### src/rtl/mpemu_pipe.sv
// Pipelined signed multiplier with a selectable product bit window.
// Adds optional round-half-up, saturation, a valid pipeline and a clock-enable stall.
module mpemu_pipe #(
  parameter int A_W      = 24,
  parameter int B_W      = 24,
  parameter int B_SIGNED = 1,
  parameter int LSB      = 19,
  parameter int OUT_W    = 28,
  parameter int LATENCY  = 5,
  parameter int ROUND    = 0,
  parameter int SATURATE = 0
) (
  input  logic             clk,
  input  logic             rst,
  input  logic             ce_i,
  input  logic             valid_i,
  input  logic [A_W-1:0]   mpcand_i,
  input  logic [B_W-1:0]   mplier_i,
  output logic             valid_o,
  output logic [OUT_W-1:0] mprod_o,
  output logic             sat_o
);

  localparam int P_W     = A_W + B_W + ((B_SIGNED != 0) ? 0 : 1);
  // Two guard bits hold the rounding carry and keep R sign-correct for either B mode.
  localparam int R_W     = A_W + B_W + 2;
  localparam int DEPTH   = LATENCY - 1;
  localparam int RND_POS = (LSB > 0) ? LSB - 1 : 0;
  localparam logic [R_W-1:0] RND_ADD =
    (ROUND != 0) ? ({{(R_W-1){1'b0}}, 1'b1} << RND_POS) : '0;
  localparam logic [OUT_W-1:0] SAT_POS = {1'b0, {(OUT_W-1){1'b1}}};
  localparam logic [OUT_W-1:0] SAT_NEG = {1'b1, {(OUT_W-1){1'b0}}};

  if (LSB + OUT_W > P_W) begin : g_err_window
    $error("mpemu_pipe: LSB + OUT_W exceeds the full product width");
  end
  if (ROUND != 0 && LSB < 1) begin : g_err_round
    $error("mpemu_pipe: rounding needs LSB >= 1");
  end
  if (LATENCY < 2 || LATENCY > 16) begin : g_err_latency
    $error("mpemu_pipe: LATENCY must be within 2..16");
  end

  // Operand delay line; the multiply and windowing happen in the final stage.
  logic [A_W-1:0]   r_a [DEPTH];
  logic [B_W-1:0]   r_b [DEPTH];
  logic [DEPTH-1:0] r_v;

  always_ff @(posedge clk) begin
    if (rst) begin
      // NOTE: data stages are cleared too, so mprod_o is deterministic straight out of reset.
      r_v <= '0;
      for (int i = 0; i < DEPTH; i++) begin
        r_a[i] <= '0;
        r_b[i] <= '0;
      end
    end else if (ce_i) begin
      // NOTE: non-blocking updates let each stage read its neighbour's old value.
      r_v[0] <= valid_i;
      r_a[0] <= mpcand_i;
      r_b[0] <= mplier_i;
      for (int i = 1; i < DEPTH; i++) begin
        r_v[i] <= r_v[i-1];
        r_a[i] <= r_a[i-1];
        r_b[i] <= r_b[i-1];
      end
    end
  end

  logic signed [A_W-1:0]   w_a;
  logic signed [B_W:0]     w_b_ext;
  logic signed [R_W-1:0]   w_prod;
  logic signed [R_W-1:0]   w_r;
  logic signed [R_W-1:0]   w_sh;
  logic [OUT_W-1:0]        w_win;
  logic [R_W-OUT_W:0]      w_top;
  logic                    w_ovf;
  logic                    w_pos;

  assign w_a     = signed'(r_a[DEPTH-1]);
  assign w_b_ext = (B_SIGNED != 0) ? signed'({r_b[DEPTH-1][B_W-1], r_b[DEPTH-1]})
                                   : signed'({1'b0, r_b[DEPTH-1]});
  assign w_prod  = R_W'(w_a) * R_W'(w_b_ext);
  assign w_r     = w_prod + signed'(RND_ADD);
  assign w_sh    = w_r >>> LSB;
  assign w_win   = w_sh[OUT_W-1:0];
  // Window MSB plus every bit above it must agree, otherwise the value does not fit.
  assign w_top   = w_sh[R_W-1:OUT_W-1];
  assign w_ovf   = !((&w_top) || !(|w_top));
  assign w_pos   = !w_r[R_W-1];

  always_ff @(posedge clk) begin
    if (rst) begin
      valid_o <= 1'b0;
      mprod_o <= '0;
      sat_o   <= 1'b0;
    end else if (ce_i) begin
      valid_o <= r_v[DEPTH-1];
      if (SATURATE != 0 && w_ovf) begin
        mprod_o <= w_pos ? SAT_POS : SAT_NEG;
        sat_o   <= 1'b1;
      end else begin
        mprod_o <= w_win;
        sat_o   <= 1'b0;
      end
    end
  end

endmodule

### config.mk
export PLATFORM = sky130hd
export DESIGN_NAME = mpemu_pipe
export DESIGN_NICKNAME = d
export VERILOG_FILES = /design/src/rtl/mpemu_pipe.sv
export SDC_FILE = /design/constraint.sdc
export NUM_CORES = 2
export LEC_CHECK = 0
export BUFFER_PORTS_ARGS = -buffer_cell sky130_fd_sc_hd__buf_2
export CAP_MARGIN = 10
export CORE_MARGIN = 2
export CORE_UTILIZATION = 35
export CTS_CLUSTER_SIZE = 24
export DETAILED_ROUTE_END_ITERATION = 7
export GPL_TIMING_DRIVEN = 0
export PLACE_DENSITY_LB_ADDON = 0.08
export SLEW_MARGIN = 20
export SYNTH_ARGS = -nofsm -noshare
export SYNTH_HDL_FRONTEND = slang
export SYNTH_SLANG_ARGS = --single-unit
### constraint.sdc
create_clock -name clk -period 6.8 [get_ports clk]
set_clock_uncertainty 0.2 [all_clocks]
set_input_delay 0.68 -clock clk [delete_from_list [all_inputs] [get_ports clk]]
set_output_delay 0.68 -clock clk [all_outputs]
set_load 0.005 [all_outputs]
=== Word level (Yosys, flattened, before mapping) ===
Memory sizes are Yosys's and may differ from the RTL's.
Cells that the tools add are included.

* Flip-flop bits (word level): 33
* RAM bits: 192
* Output and inout port bits: 30
* Word-level logic and storage cells: 27
* Memories kept: 2

* $mul: 1
* Mux-type cells: 13
* Bitwise logic cells: 8

{| class="wikitable"
|+ Memories
! name !! depth !! width !! read ports !! clocked after Yosys merged registers in !! write ports !! RTL line !! text
|-
| r_a || 4 || 24 || 4 || 0 || 4 || 45 || <nowiki>logic [A_W-1:0] r_a [DEPTH];</nowiki>
|-
| r_b || 4 || 24 || 4 || 0 || 4 || 46 || <nowiki>logic [B_W-1:0] r_b [DEPTH];</nowiki>
|}

{| class="wikitable"
|+ Operator list
! kind !! number
|-
| two-way mux 24 bit || 8
|-
| multiplier 24 x 24 -> 47 bit || 1
|-
| OR 1 bit || 8
|-
| two-way mux 1 bit || 5
|}

=== Logic depth before layout (Yosys ltp) ===
* Depth after elaboration: 4
* Mapped depth: 27

=== Worst setup path after synthesis ===
No wires, ideal clock.

* Path kind: register to register
* Start point: memory r_a[3][23] (netlist: r_a[0][95])
* End point: register mprod_o[25]
* Setup time: 120 ps
* Arrival: 6695 ps
* Setup slack: -215 ps
* Cell stages (with the launch flop): 22
* Buffers on the path: 1
* Period minus slack after synthesis: 7015 ps
* Cell sequence: edfxtp_1 -> clkbuf_1 -> nand2_1 -> inv_1 -> fa_1 -> fa_1 -> inv_1 -> fa_1 -> fa_1 -> fa_1 -> fa_1 -> fa_1 -> inv_1 -> ha_1 -> a21o_1 -> o41ai_1 -> o221ai_2 -> nor2_2 -> o21ai_4 -> a2111oi_2 -> nor4_1 -> a211o_1

{| class="wikitable"
|+ RTL lines
! item !! RTL line !! text
|-
| from (decl) || 45 ||
|-
| to (signal assigned) || 100 || <nowiki>mprod_o <= w_pos ? SAT_POS : SAT_NEG;</nowiki>
|-
| to (signal assigned) || 103 || <nowiki>mprod_o <= w_win;</nowiki>
|-
| to (decl) || 20 || <nowiki>output logic [OUT_W-1:0] mprod_o,</nowiki>
|}

==> impl_metrics.json <==
{
  "status": "finished with violations",
  "violations": "setup timing",
  "hold_ws_ns": 0.1594,
  "synthCells": 2741,
  "drv_cap": 0,
  "die_w_um": 290.6,
  "multiInputGateArea_sq_um": 20330,
  "io_pins": 82,
  "die_h_um": 290.6,
  "start_util_pct": 35.18,
  "antenna_left": 0,
  "hold_viol_final": 0,
  "use_met2_pct": 36.71,
  "vias": 19580,
  "final_cell_mix": "575 x fa_1, 566 x inv_1, 445 x and2_1",
  "portBuffers": 79,
  "grt.busiest_layer": "met2",
  "tns_ns": -4.956,
  "synth.distinct_cells": 67,
  "rows": 105,
  "die-area_sq_um": 84450,
  "grt_setup_unrepaired": "yes",
  "cpMostUsedCell": "fa_1",
  "place_ws_ns": -1.785,
  "hold_buffers": 0,
  "cp.arrival_ns": 7.56,
  "grt.overflow.total": 0,
  "postSynthAreaPerCell_sq_um": 10.49,
  "cts_root_buffer": "clkbuf_16",
  "syn_to_final_growth_pct": 17.91,
  "cts_num_sinks": 225,
  "synthFlopType": "edfxtp_1",
  "layout-drive-gt1-share_pct": 17.01,
  "critical-path-top-delay-family": "adder cells",
  "end_kind": "flop",
  "ys.warnings.count": 0,
  "tritoncts": "yes",
  "seqCellArea_sq_um": 6426,
  "leakage_uw": 0.01598,
  "clockBufferDepth": 3,
  "synth_nets": 3519,
  "path_clk_slew_ns": 0.06,
  "grt_max_degree": 102,
  "numCtsBuffers": 25,
  "fmax_mhz": 137.2,
  "slew_headroom_pct": 25.41,
  "critPathMaxFanout": 10,
  "n_antenna_cell": 0,
  "place_hpwl_um": 73530,
  "grt_pass1_vias": 21230,
  "final_area_sq_um": 33900,
  "final_common_cell": "fa_1",
  "ys_async_sr_fraction_pct": 0,
  "crit_path_start_kind": "flop",
  "finalMaxSlewViolations": 0,
  "grt_use_met3_pct": 2.432,
  "cpPeakStageDelay_ns": 0.58,
  "drtIter0Drc": 1171,
  "cp_cell_sequence": "clkbuf_2 > and2_1 > fa_1 > fa_1 > fa_1 > fa_1 > fa_1 > fa_1 > fa_1 > ha_1 > buf_6 > a21o_1 > a31o_1 > a221oi_2 > buf_4 > o221ai_4 > nor2_4 > o21ai_4 > buf_12 > a2111oi_4 > nor4_2 > a211o_1",
  "fillerInstances": 8143,
  "finalCritPeriodShare_pct": 107.2,
  "drc": 0,
  "peakVddDrop_mv": 0.2314,
  "tightest_slew_ns": 1.119,
  "grtUsageMet1_pct": 29.77,
  "wl_um": 90840,
  "powerDensity_nw_per_um2": 293.8,
  "min_period_ns": 7.288,
  "ys_seq_area_share_pct": 22.35,
  "dpl-instance-area_sq_um": 30540,
  "nets": 3779,
  "clk_latency_ns": 0.57,
  "antenna_found_initial": 7,
  "worst_slack_ns": -0.4875,
  "routedWlPerCell_um": 22.24,
  "cts-htree-levels": 1,
  "slowest_stage": "fa_1",
  "crit_type": "flop to flop",
  "required_ns": 7.07,
  "gp_congestion": 0.9303,
  "dr.pass1.iters": 5,
  "core_area_sq_um": 81720,
  "ys_seq_elements": 225,
  "synth.cell_area_sq_um": 28750,
  "hold_path_class": "input pin to flop",
  "grt_pass1_wl_um": 135300,
  "cp_num_buf_inv": 4,
  "synth_edf_count": 192,
  "setup_viol": 23,
  "via_per_inst": 4.794,
  "track_usage_pct": 21.80
}
## report_power, final
part	leakage [uW]	switching [uW]	internal [uW]
logic	0.0132	3930	3060
clock network	0.000366	555	711
registers	0.00238	60.1	1640
total	0.0160	4550	5410
## area by class of cell
type                       count  area share (%)
buffer                       130           3.256
clock buffer                  30           1.901
clock inverter                11          0.2916
inverter                     587           6.548
multi-input combinational   1798           59.98
sequential                   225           18.96
tap                         1070           3.949
timing repair buffer         234           5.112
## logic make-up after synthesis
| logic type | Yosys count | synth area share, % |
|---|---|---|
| other cells | 1 | 0.01304 |
| mux | 12 | 0.4178 |
| buf+inv | 718 | 9.475 |
| xor+xnor | 41 | 1.249 |
| simple gates | 891 | 16.34 |
| compound gates | 127 | 2.938 |
| flops | 225 | 22.35 |
| fa+ha+maj | 726 | 47.21 |
## sequential cells by signal, indices dropped and copies added (netlist names)
name and count:
r_v 4, r_b 96, mprod_o 28, r_a 96, valid_o 1
## metrics by stage
step           cells  power (uW)  utilization, %
2_1_floorplan   2741        5789               -
3_3_place_gp    3890        7379           37.32
3_5_place_dp    3892        7425           37.37
4_1_cts         4066        9742           41.04
5_1_grt         4085       10790           41.48
6_report        4085        9958           41.48
## Yosys cell counts (5+ instances only)
cell type / number / area share, %
nand4_1: 7 / 0.15
and2_1: 460 / 10
a211oi_1: 6 / 0.16
nor3_1: 7 / 0.12
nor2b_1: 22 / 0.48
nor2_1: 37 / 0.48
a31oi_1: 5 / 0.11
xnor2_1: 30 / 0.91
nand2b_1: 12 / 0.26
inv_1: 586 / 7.7
edfxtp_1: 192 / 20
fa_1: 598 / 42
dfxtp_1: 33 / 2.3
nand2_1: 314 / 4.1
a21o_1: 8 / 0.21
mux2i_1: 12 / 0.42
o21ai_0: 35 / 0.61
ha_1: 128 / 5.6
o21bai_1: 8 / 0.21
xor2_1: 11 / 0.34
a21oi_1: 33 / 0.57
nand3_1: 13 / 0.23
buf_4: 5 / 0.13
clkbuf_1: 121 / 1.6
## final timing paths
kind / start / depth (start not counted) / end / slack, ns
max: r_a[0][75]$_SDFFCE_PN0P_ / 22 / mprod_o[25]$_SDFFE_PP0P_ / -0.49
min: valid_i / 3 / r_v[0]$_SDFFE_PP0P_ / 0.16
max reg2reg: r_a[0][75]$_SDFFCE_PN0P_ / 22 / mprod_o[25]$_SDFFE_PP0P_ / -0.49
min reg2reg: mprod_o[19]$_SDFFE_PP0P_ / 2 / mprod_o[19]$_SDFFE_PP0P_ / 0.25
## per-layer routing
metal,up-vias,routed length (um),part of all wire [%]
li1,8656,-,-
met1,10320,39640,44
met2,496,44360,49
met3,110,4094,4.5
met4,4,2730,3.0
met5,-,27,0.030
## worst min-delay path, cell delays in order
cell	delay [ns]
buf_2	0.08
mux2i_1	0.05
nor2_1	0.08
## what timing repair did
item	4_1_cts	5_1_grt
resized for setup	356	66
setup endpoints to repair	28	28
pin swaps	74	30
setup buffers	133	20
(Power assumes the default switching activity.)
